**src/rtl/key_pkg.sv**
```systemverilog
// Shared constants and types for the push-button conditioning path.
package key_pkg;

  localparam int unsigned KEY_DEBOUNCE_DEFAULT = 1_000_000;
  localparam int unsigned KEY_DEBOUNCE_SIM     = 4;
  localparam int unsigned KEY_N_DEFAULT        = 4;

  typedef logic [KEY_N_DEFAULT-1:0] key_vec_t;

  // Counter width for a stability window; never narrower than one bit.
  function automatic int unsigned cnt_width(input int unsigned cycles);
    int unsigned w;
    w = $clog2(cycles);
    return (w < 1) ? 1 : w;
  endfunction

endpackage

```
**src/rtl/key_debounce_if.sv**
```systemverilog
// Key bundle between the raw button pins and the debounced consumers.
interface key_debounce_if
  import key_pkg::*;
#(
  parameter int unsigned N_KEYS = KEY_N_DEFAULT
);

  logic [N_KEYS-1:0] key_n;
  logic [N_KEYS-1:0] pressed;
  logic [N_KEYS-1:0] press_pulse;
  logic [N_KEYS-1:0] release_pulse;
  logic [N_KEYS-1:0] toggle;

  modport master (
    output key_n,
    input  pressed,
    input  press_pulse,
    input  release_pulse,
    input  toggle
  );

  modport slave (
    input  key_n,
    output pressed,
    output press_pulse,
    output release_pulse,
    output toggle
  );

endinterface

```
**src/rtl/key_debounce_bit.sv**
```systemverilog
// One key channel: 2-flop synchroniser, stability counter, level, pulses.
// Optional toggle flop under KEY_DEBOUNCE_TOGGLE_EN.
module debounce_bit
  import key_pkg::*;
#(
  parameter int unsigned DEBOUNCE_CYCLES = KEY_DEBOUNCE_DEFAULT
) (
  input  logic clk_50MHz,
  input  logic reset,
  input  logic key_n,
  output logic pressed,
  output logic press_pulse,
  output logic release_pulse,
  output logic toggle
);

  localparam int unsigned     CntW   = cnt_width(DEBOUNCE_CYCLES);
  localparam logic [CntW-1:0] CntMax = CntW'(DEBOUNCE_CYCLES - 1);

  logic            sync1_q, sync2_q;
  logic [CntW-1:0] cnt_q, cnt_d;
  logic            stable_q, stable_d;
  logic            press_q, press_d;
  logic            release_q, release_d;

  // Any sample matching the accepted level restarts the window.
  always_comb begin
    cnt_d     = '0;
    stable_d  = stable_q;
    press_d   = 1'b0;
    release_d = 1'b0;
    if (sync2_q != stable_q) begin
      if (cnt_q == CntMax) begin
        stable_d  = sync2_q;
        press_d   = sync2_q;
        release_d = ~sync2_q;
      end else begin
        cnt_d = cnt_q + CntW'(1);
      end
    end
  end

  always_ff @(posedge clk_50MHz or posedge reset) begin
    if (reset) begin
      sync1_q   <= 1'b0;
      sync2_q   <= 1'b0;
      cnt_q     <= '0;
      stable_q  <= 1'b0;
      press_q   <= 1'b0;
      release_q <= 1'b0;
    end else begin
      sync1_q   <= ~key_n;
      sync2_q   <= sync1_q;
      cnt_q     <= cnt_d;
      stable_q  <= stable_d;
      press_q   <= press_d;
      release_q <= release_d;
    end
  end

  assign pressed       = stable_q;
  assign press_pulse   = press_q;
  assign release_pulse = release_q;

`ifdef KEY_DEBOUNCE_TOGGLE_EN
  logic toggle_q;

  always_ff @(posedge clk_50MHz or posedge reset) begin
    if (reset) begin
      toggle_q <= 1'b0;
    end else if (press_d) begin
      toggle_q <= ~toggle_q;
    end
  end

  assign toggle = toggle_q;
`else
  assign toggle = 1'b0;
`endif

endmodule

```
**src/rtl/key_debounce.sv**
```systemverilog
// Debounces N_KEYS active-low buttons; fans vectors out to debounce_bit.
// Optional per-key toggle level enabled by KEY_DEBOUNCE_TOGGLE_EN.
module key_debounce
  import key_pkg::*;
#(
  parameter int unsigned N_KEYS          = KEY_N_DEFAULT,
  parameter int unsigned DEBOUNCE_CYCLES = KEY_DEBOUNCE_DEFAULT
) (
  input  logic           clk_50MHz,
  input  logic           reset,
  key_debounce_if.slave  keys
);

  logic [N_KEYS-1:0] key_n;
  logic [N_KEYS-1:0] pressed;
  logic [N_KEYS-1:0] press_pulse;
  logic [N_KEYS-1:0] release_pulse;
  logic [N_KEYS-1:0] toggle;

  assign key_n = keys.key_n;

  for (genvar i = 0; i < N_KEYS; i++) begin : g_key
    debounce_bit #(
      .DEBOUNCE_CYCLES (DEBOUNCE_CYCLES)
    ) u_bit (
      .clk_50MHz     (clk_50MHz),
      .reset         (reset),
      .key_n         (key_n[i]),
      .pressed       (pressed[i]),
      .press_pulse   (press_pulse[i]),
      .release_pulse (release_pulse[i]),
      .toggle        (toggle[i])
    );
  end

  assign keys.pressed       = pressed;
  assign keys.press_pulse   = press_pulse;
  assign keys.release_pulse = release_pulse;
  assign keys.toggle        = toggle;

endmodule

```
**src/flat_wrapper.sv**
```systemverilog
// flat-port wrapper written by rule: the top's interface ports become plain ports
module key_debounce_flat import key_pkg::*;
#(
  parameter int unsigned N_KEYS          = KEY_N_DEFAULT,
  parameter int unsigned DEBOUNCE_CYCLES = KEY_DEBOUNCE_DEFAULT
)
  (clk_50MHz, reset, keys_key_n, keys_pressed, keys_press_pulse, keys_release_pulse, keys_toggle);
  key_debounce_if #(.N_KEYS(N_KEYS)) keys_i ();
  input  logic clk_50MHz;
  input  logic reset;
  input wire logic [$bits(keys_i.key_n)-1:0] keys_key_n;
  output wire logic [$bits(keys_i.pressed)-1:0] keys_pressed;
  output wire logic [$bits(keys_i.press_pulse)-1:0] keys_press_pulse;
  output wire logic [$bits(keys_i.release_pulse)-1:0] keys_release_pulse;
  output wire logic [$bits(keys_i.toggle)-1:0] keys_toggle;
  assign keys_i.key_n = keys_key_n;
  assign keys_pressed = keys_i.pressed;
  assign keys_press_pulse = keys_i.press_pulse;
  assign keys_release_pulse = keys_i.release_pulse;
  assign keys_toggle = keys_i.toggle;
  key_debounce #(.N_KEYS(N_KEYS), .DEBOUNCE_CYCLES(DEBOUNCE_CYCLES)) u_core (.clk_50MHz(clk_50MHz), .reset(reset), .keys(keys_i));
endmodule
```
**config.mk**
```make
export PLATFORM = sky130hd
export DESIGN_NAME = key_debounce_flat
export DESIGN_NICKNAME = d
export VERILOG_FILES = /design/src/rtl/key_pkg.sv /design/src/rtl/key_debounce_if.sv /design/src/rtl/key_debounce_bit.sv /design/src/rtl/key_debounce.sv /design/src/flat_wrapper.sv
export SDC_FILE = /design/constraint.sdc
export NUM_CORES = 1
export LEC_CHECK = 0
export BUFFER_PORTS_ARGS = -buffer_cell sky130_fd_sc_hd__buf_2
export CORE_MARGIN = 2
export CORE_UTILIZATION = 61
export DETAILED_ROUTE_END_ITERATION = 12
export PLACE_DENSITY = 0.79
export SYNTH_ARGS = -nofsm -noshare
export SYNTH_HDL_FRONTEND = slang
export SYNTH_SLANG_ARGS = --single-unit
```
**constraint.sdc**
```tcl
create_clock -name clk_50MHz -period 3 [get_ports clk_50MHz]
set_input_delay 0 -clock clk_50MHz [delete_from_list [all_inputs] [get_ports clk_50MHz]]
set_output_delay 0 -clock clk_50MHz [all_outputs]
set_load 0.05 [all_outputs]
```
After elaboration in Yosys (flattened, before gate mapping)
Cells that the tools add are included.
{"block": "classes", "n_addsub": 4, "n_mul": 0, "div": 0, "order_cmp": 0, "eq_ne": 8, "n_shift": 0, "mux": 24, "bitwise_logic": 8, "reduce_logical": 4}
{"op": "two-way mux 20 bit", "n": 8}
{"op": "adder 20 x 1 -> 20 bit, second input constant", "n": 4}
{"op": "equality test 20 bit, second input constant", "n": 4}
{"op": "two-way mux 1 bit", "n": 16}
{"op": "inverter 1 bit", "n": 8}
{"op": "AND reduction 2 bit", "n": 4}
{"op": "!= test 1 bit", "n": 4}
{"block": "word_totals", "register_bits": 100, "latchBits": 0, "mem_bits_rw": 0, "mem_bits_ro": 0, "elab_cells": 72, "memories": 0}

Depth between registers and ports, before layout
Gate-level depths: netlist of the first run.
{"block": "depth", "depth_word": 3, "depth_mapped": 6, "ltp_nobuf": 5}

Cells and area by module
A second synthesis of the first run with hierarchy kept.
{"block": "hier_totals", "hier_cells": 456, "area_unflattened_um2": 4814.6}
{"mod": "debounce_bit", "instances": 4, "cells_per_inst": 114, "area_per_inst_um2": 1203.7}

Worst setup path after synthesis of the first run
Ideal clock, no wire load.
{"block": "synth_timing", "path_type": "register -> register", "start": "reg u_core.g_key[1].u_bit.cnt_q[6]", "end": "reg u_core.g_key[1].u_bit.stable_q", "setup_time_ns": 0.125, "arrival_time_ns": 1.954, "required_ns": 2.875, "slack_ns": 0.921, "stages_incl_launch_ff": 5, "cell_sequence": "dfrtp_1 > or4b_1 > or4_4 > or2_4 > mux2_4"}
{"block": "synth_via", "elab_chain_len": 2}
{"item": "start, declared", "line": "key_debounce_bit.sv:21", "text": "logic [CntW-1:0] cnt_q, cnt_d;"}
{"item": "start signal, assigned", "line": "key_debounce_bit.sv:54", "text": "cnt_q <= cnt_d;"}
{"item": "equality test 20 bit", "line": "key_debounce_bit.sv:33", "text": "if (cnt_q == CntMax) begin"}
{"item": "AND reduction 2 bit (no source line)"}
{"item": "end signal, assigned", "line": "key_debounce_bit.sv:55", "text": "stable_q <= stable_d;"}
{"item": "end, declared", "line": "key_debounce_bit.sv:22", "text": "logic stable_q, stable_d;"}
No other way between the ends.
A chain may end at the register's enable or synchronous reset.

Final worst setup path of the first run
{"block": "layout_timing", "start": "reg u_core.g_key[1].u_bit.cnt_q[6]", "end": "reg u_core.g_key[1].u_bit.cnt_q[6]"}
{"block": "layout_via", "elab_chain_len": 3}
{"item": "adder 20 x 1 -> 20 bit / equality test 20 bit (equally long branches)", "line": "key_debounce_bit.sv:38, key_debounce_bit.sv:33"}
{"item": "two-way mux 20 bit *", "line": "key_debounce_bit.sv:33"}
{"item": "two-way mux 20 bit *", "line": "key_debounce_bit.sv:32", "text": "if (sync2_q != stable_q) begin"}
{"item": "named net u_core.g_key[1].u_bit.cnt_d[6]", "line": "key_debounce_bit.sv:21"}
Mark *: on every way through the listed nets, which the timed path passes. The rest lies on a longest branch.

==> results of run 1 <==
worst min-delay path by stage:
stage,end,cells after the start
global route,u_core.g_key[2].u_bit.sync1_q,3
CTS,u_core.g_key[3].u_bit.sync1_q,3
global placement,u_core.g_key[0].u_bit.sync1_q,2
detailed placement,u_core.g_key[1].u_bit.sync1_q,2
floorplan,u_core.g_key[0].u_bit.sync1_q,1
finish,u_core.g_key[3].u_bit.sync1_q,3
cells in the final DEF, fill, tap and decap left out, drive strengths merged, types with 2 or more instances in the layout:
| master | count |
|---|---|
| a21oi | 24 |
| and2 | 2 |
| and3 | 6 |
| buf | 23 |
| clkbuf | 10 |
| clkinvlp | 2 |
| conb | 4 |
| dfrtp | 100 |
| dlygate4sd3 | 5 |
| ha | 4 |
| inv | 20 |
| mux2 | 4 |
| nand2 | 25 |
| nand3 | 31 |
| nand4 | 13 |
| nand4b | 2 |
| nor2 | 60 |
| nor2b | 2 |
| nor3 | 10 |
| nor3b | 10 |
| nor4 | 12 |
| nor4bb | 2 |
| o21ai | 14 |
| o31ai | 13 |
| or2 | 5 |
| or3 | 19 |
| or4 | 19 |
| xnor2 | 36 |
| xor2 | 16 |
registers in the layout (all words and copies together) (netlist names):
| signal | count |
|---|---|
| u_core.g_key.u_bit.cnt_q | 80 |
| u_core.g_key.u_bit.press_pulse | 4 |
| u_core.g_key.u_bit.pressed | 4 |
| u_core.g_key.u_bit.release_pulse | 4 |
| u_core.g_key.u_bit.sync1_q | 4 |
| u_core.g_key.u_bit.sync2_q | 4 |
worst min-delay path: cells and delay by family:
| family | cells | cell delay [ps] |
|---|---|---|
| buf+inv | 3 | 640 |
metal layers:
layer | global-route usage [%] | vias to the layer above | part of all wire [%]
met5 | 0 | - | 0
met4 | 8.46 | 0 | 1.8
met3 | 3.01 | 11 | 1.9
met2 | 35.4 | 32 | 48
met1 | 28.8 | 1658 | 48
li1 | - | 1686 | -
layout make-up:
| cell class | count | area [um2] | share of cell area, % |
|---|---|---|---|
| multi-input cells | 336 | 2070 | 40.2 |
| inverters | 18 | 70.1 | 1.36 |
| well taps | 102 | 128 | 2.48 |
| flip-flops and latches | 100 | 2500 | 48.6 |
| repair buffers | 28 | 180 | 3.50 |
| clock inverters | 6 | 71.3 | 1.39 |
| clock buffers | 10 | 128 | 2.48 |
power by group through the flow:
stage | Sequential [mW] | Combinational, mW | Clock (mW)
after global placement | 1.41 | 0.0894 | 0
after detailed placement | 1.41 | 0.0917 | 0
after floorplan | 1.41 | 0.0722 | 0
final | 1.39 | 0.0935 | 0.865
after global routing | 1.39 | 0.109 | 0.949
after CTS | 1.38 | 0.0969 | 0.886
through the flow:
stage          cells  instance area (um2)
6_report         600                 5150
3_3_place_gp     579                 4900
4_1_cts          600                 5150
2_1_floorplan    480                 4800
3_5_place_dp     579                 4900
5_1_grt          600                 5150
kinds of logic after synthesis:
group / Yosys count / synth area share [%]
other: 1 / 0.0782
buffers and inverters: 44 / 4.91
and+or+nand+nor: 220 / 24.6
AOI/OAI and AO/OA: 52 / 6.63
DFF: 100 / 52.2
muxes: 4 / 1.02
xor gates and xnor gates: 52 / 9.50
adders and majority gates: 4 / 1.04
==> summary.md, run 1 <==
| Metric | Value |
|---|---|
| Top cell type's share of synthesized area | 52.2% |
| Total chip power | about 2.3 mW |
| Wire per inst | between 10 and 15 um |
| Mapped Area | 0.00479 mm2 |
| CTS tree | yes |
| CTS Hold Bufs | 5 |
| Total gr overflow | 0 |
| All-Layer GR Usage | about a fifth |
| Io pins | 22 |
| Hold_sp | keys_key_n[3] |
| Reg-to-reg critical path startpoint | u_core.g_key[1].u_bit.cnt_q[6] |
| Required time worst endpoint | about 3200 ps |
| Setup ws final | between 600 and 700 ps |
| FF-to-FF path depth | 4 |
| Post-synth EDFFs | 0 |
| Dominant synthesized flop cell | dfrtp_1 |
| Max stage delay on crit path | 600 ps |
| Min cycle time layout | 2370 ps |
| Synth cell count leaders | dfrtp_1, nor2_1, xnor2_1 |
| Hpwl dp | 5.63 mm |
| Clock network power share | 36.9% |
| Worst R2R Setup Slack | roughly 630 ps |
| Worst slew margin | 50.0% |
| Outcome | completed |
| Area leader, netlist | dfrtp_1 |
| CTS H-tree lvls | 3 |
| Area grow syn2layout | 7.36% |
| Detailed-router iteration count before antenna repair | 4 |
| Final setup viols | 0 |
| Initial Utilization | 62.4% |
| Synth unique cells | 39 |
| Post-route ant nets | 0 |
| Hold Slack | 294 ps |
| Fin. max-slew vios | 0 |
| Global-route wire length before repair | between 10 and 15 mm |
| Slowest CP cell | o21ai_2 |
| NumNets Final | 503 |
| Post-place setup slack | a little over 600 ps |
| Rows | 32 |
| Worst slew pin tran | 749 ps |
| Delay-heaviest family, CP | simple AND/OR/NAND/NOR gates |
| Final WL | about 8.2 mm |
| RSZ-0062 raised after global routing | false |
| Worst Setup SP | u_core.g_key[1].u_bit.cnt_q[6] |
| Peak VDD IR | approximately 0.32 mV |
| FILL cells | 608 |
| Routed via count | 3387 |
| Net Sw Frac | 23.8% |
| Insertion delay to the later sink of the worst-skew pair | 370 ps |
| Postcts setup bufs | 0 |
| HP Class | input pin to flip-flop |
| Final period utilization | between 70% and 80% |
| CP Cell Sequence | or4b_1 -> or4_4 -> o21ai_2 -> nor2_1 |
| Comb pwr share | 4.0% |
| NetSw | between 0.5 and 0.6 mW |
| Pwr per Cell Area | 455 mW/mm2 |
| Die area | 0.00858 mm2 |
| Routability cong. | 0.841 |
| Crit path buf inv count | 0 |
| Register area share after synthesis | a little over half |
| Final Core Density | 66.9% |
| Number of global-route vias before repair | 3359 |
| CP Class | flip-flop to flip-flop |
| Most frequent cell after synthesis | dfrtp_1 |
| Worst Setup End Kind | flip-flop |
| Setup TNS | 0 ps |
| # diodes | 0 |
| Critical Path AT | approximately 2600 ps |
| Clock Root Buffer | clkbuf_8 |
| Share of cells above drive strength 1 | a little under an eighth |
| Num CTS Buffers | 9 |
| Die Y | 92.6 um |
| Core area | roughly 0.0077 mm2 |
| Crit path capture | u_core.g_key[1].u_bit.cnt_q[6] |
| I/O Buffers | 17 |
| Largest net degree at the start of global routing | 61 |
| Clk sinks | 100 |
| Async SR Flop Fraction | 100% |
| Terminus of the critical flop-to-flop path | u_core.g_key[1].u_bit.cnt_q[6] |
| Critical Path Start Type | flip-flop |
| Skew final | 10.7 ps |
| Avg Vias per Cell | 5.65 |
| CP Max Fanout | 19 |
| Clock buffer depth | 2 |
| Sequential power share | 59.1% |
| DRC viols | 0 |
| Initial antenna violation count | 0 |
| F_max | 0.423 GHz |
| Max-cap violations | 0 |
| Post-Syn Instances | about 480 |
| DIE WIDTH | 92.6 um |
| Leakage | 2.07 nW |
| DRT iter0 DRCs | ~170 |
| Mapped Avg Cell Area | 10.0 um2 |
| Register bit total from synthesis | 100 |
| Critical path depth in cells | 4 |
| Clock transition at the registers of the reported paths | 100 ps |
| Top post-synthesis cells by area | dfrtp_1, xnor2_1, nor2_1 |
| Final Hold Vio Count | 0 |
| Cts repair resizes | 0 |
| Internal power | 1.79 mW |
| Yosys warns | 0 |
Power figures use the tool's default switching activity.
==> run 2, diff against run 1 <==
- CORE_UTILIZATION: 61 -> 55
- PLACE_DENSITY: 0.79 -> 0.75
- clock period: 3 -> 2 ns (I/O delays scaled with it)
==> run 2 against run 1 <==
  * The flow now finishes with violations (negative setup slack)
  * Core utilization decreased by 3.0 points
  * Sequential cell count unchanged
  * Clock-buffer cell count unchanged
  * Wire length increased by 2.4%
  * Global-route usage decreased by 1.8 points
  * Via count increased by 3.6%
  * Sequential power increased by 49%
  * Clock power increased by 77%
  * Largest power group unchanged
==> summary.md, run 2 (synthesis gave the netlist of run 1 again) <==
| Metric | Value |
|---|---|
| Top reg by flops | u_core.g_key.u_bit.cnt_q |
| Final setup viols | 20 |
| Leakage | about 2.3 nW |
| FF-to-FF path depth | 4 |
| DRT iter0 DRCs | 133 |
| Insertion delay to the later sink of the worst-skew pair | 360 ps |
| Avg Vias per Cell | 5.50 |
| Max reg flops | 80 |
| Worst R2R Setup Slack | -80 ps |
| CP Class | flip-flop to flip-flop |
| Worst Setup SP | u_core.g_key[1].u_bit.cnt_q[6] |
| NumNets Final | roughly 540 |
| F_max | 0.482 GHz |
| Detailed-router iteration count before antenna repair | 5 |
| Reg-to-reg critical path startpoint | u_core.g_key[1].u_bit.cnt_q[6] |
| Io pins | 22 |
| Final Hold Vio Count | 0 |
| Share of cells above drive strength 1 | 18.1% |
| Clk sinks | 100 |
| RSZ-0062 raised after global routing | true |
| # diodes | 0 |
| Num CTS Buffers | 9 |
| Clock transition at the registers of the reported paths | 90 ps |
| I/O Buffers | 17 |
| Clock Root Buffer | clkbuf_8 |
| Initial Utilization | a little under three fifths |
| Largest net degree at the start of global routing | 84 |
| Required time worst endpoint | 2250 ps |
| Violations in the final reports | negative setup slack |
| Hpwl dp | 5.72 mm |
| Skew final | 8.48 ps |
| Worst Setup End Kind | flip-flop |
| Final WL | 8.45 mm |
| Global-route wire length before repair | 15.6 mm |
| CTS tree | yes |
| Min cycle time layout | 2080 ps |
| Wire per inst | between 10 and 15 um |
| Crit path capture | u_core.g_key[1].u_bit.pressed |
| Outcome | finished with violations |
| Max-cap violations | 0 |
| Rows | 34 |
| Critical Path Start Type | flip-flop |
| Setup TNS | -721 ps |
| Peak VDD IR | just over 0.4 mV |
| CTS H-tree lvls | 3 |
| Max stage delay on crit path | 530 ps |
| Initial antenna violation count | 0 |
| Fin. max-slew vios | 0 |
| CP Cell Sequence | or4b_1 -> or4_4 -> or2_4 -> mux2_4 |
| Final std cells w/o fill | 638 |
| Commonest non-fill, non-tap cell in the layout | dfrtp_1 |
| DIE WIDTH | 97.4 um |
| All-Layer GR Usage | 19.6% |
| Critical Path AT | about 2300 ps |
| Final period utilization | 104% |
| Placed Cells | 615 |
| Setup ws final | -75.8 ps |
| Die Y | 97.4 um |
| Die area | 0.00948 mm2 |
| Area grow syn2layout | 14.6% |
| Pwr per Cell Area | 687 mW/mm2 |
| Post-route ant nets | 0 |
| Clock buffer depth | 2 |
| Core area | 0.00859 mm2 |
| Routed via count | ~3500 |
| CP Max Fanout | 4 |
| Slowest CP cell | or4_4 |
| Number of global-route vias before repair | 3542 |
| Routability cong. | between 0.8 and 0.9 |
| Terminus of the critical flop-to-flop path | u_core.g_key[1].u_bit.pressed |
| HP Class | input pin to asynchronous set/reset pin |
| DRC viols | 0 |
| Commonest cells after routing, fill and taps aside | dfrtp_1, nor2_1, buf_4 |
| Total gr overflow | 0 |
-- run 2: final cells by class --
cell class	count	area [um2]
clock inverters	5	100
clock buffers	10	138
multi-input cells	336	2100
well taps	108	135
fillers	690	3100
repair buffers	61	453
inverters	18	71.3
flip-flops and latches	100	2500
-- run 2: how the worst min path moves through the flow --
stage / to / cells after the start
floorplan: u_core.g_key[0].u_bit.sync1_q / 1
global placement: u_core.g_key[1].u_bit.sync1_q / 2
detailed placement: u_core.g_key[1].u_bit.sync1_q / 2
CTS: u_core.g_key[1].u_bit.sync1_q / 3
global route: u_core.g_key[1].u_bit.sync1_q / 3
finish: u_core.g_key[1].u_bit.sync1_q / 3
-- run 2: metrics by stage --
stage / area [um2] / hold slack [ps] / worst slack (ps) / power (mW) / util, %
finish: 5500 / 170 / -75.8 / 3.78 / 63.9
global route: 5500 / 199 / -145 / 3.91 / 63.9
floorplan: 4810 / 59.4 / -79.2 / 2.22 / -
detailed placement: 5160 / 24.2 / -84.3 / 2.28 / 60.0
CTS: 5460 / 177 / -94.7 / 3.81 / 63.6
global placement: 5160 / 13.5 / -51.2 / 2.28 / 60.0
-- run 2: worst max-delay path: cells and delay by family, from the launching register on --
family	cells	cell delay, ps
DFF	1	380
and+or+nand+nor	3	1300
muxes	1	290
-- run 2: metal layers --
metal	track usage, %	up-vias	share of wire (%)
met5	0	-	0
met4	5.88	0	0.89
met3	4.32	7	2.4
met2	32.7	43	49
met1	26.0	1712	48
li1	-	1748	-
-- run 2: repair_timing --
item,in CTS,in global routing
pin swaps,0,4
resized for setup,1,5
setup buffers,1,2
hold buffers,5,0
endpoints found under the hold margin,21,0
setup endpoints to repair,21,29
-- run 2: power breakdown --
part	internal [mW]	total [mW]	switching, mW
Clock	0.855	1.53	0.678
Sequential	2.05	2.07	0.0243
Combinational	0.0631	0.173	0.110
Total	2.97	3.78	0.812
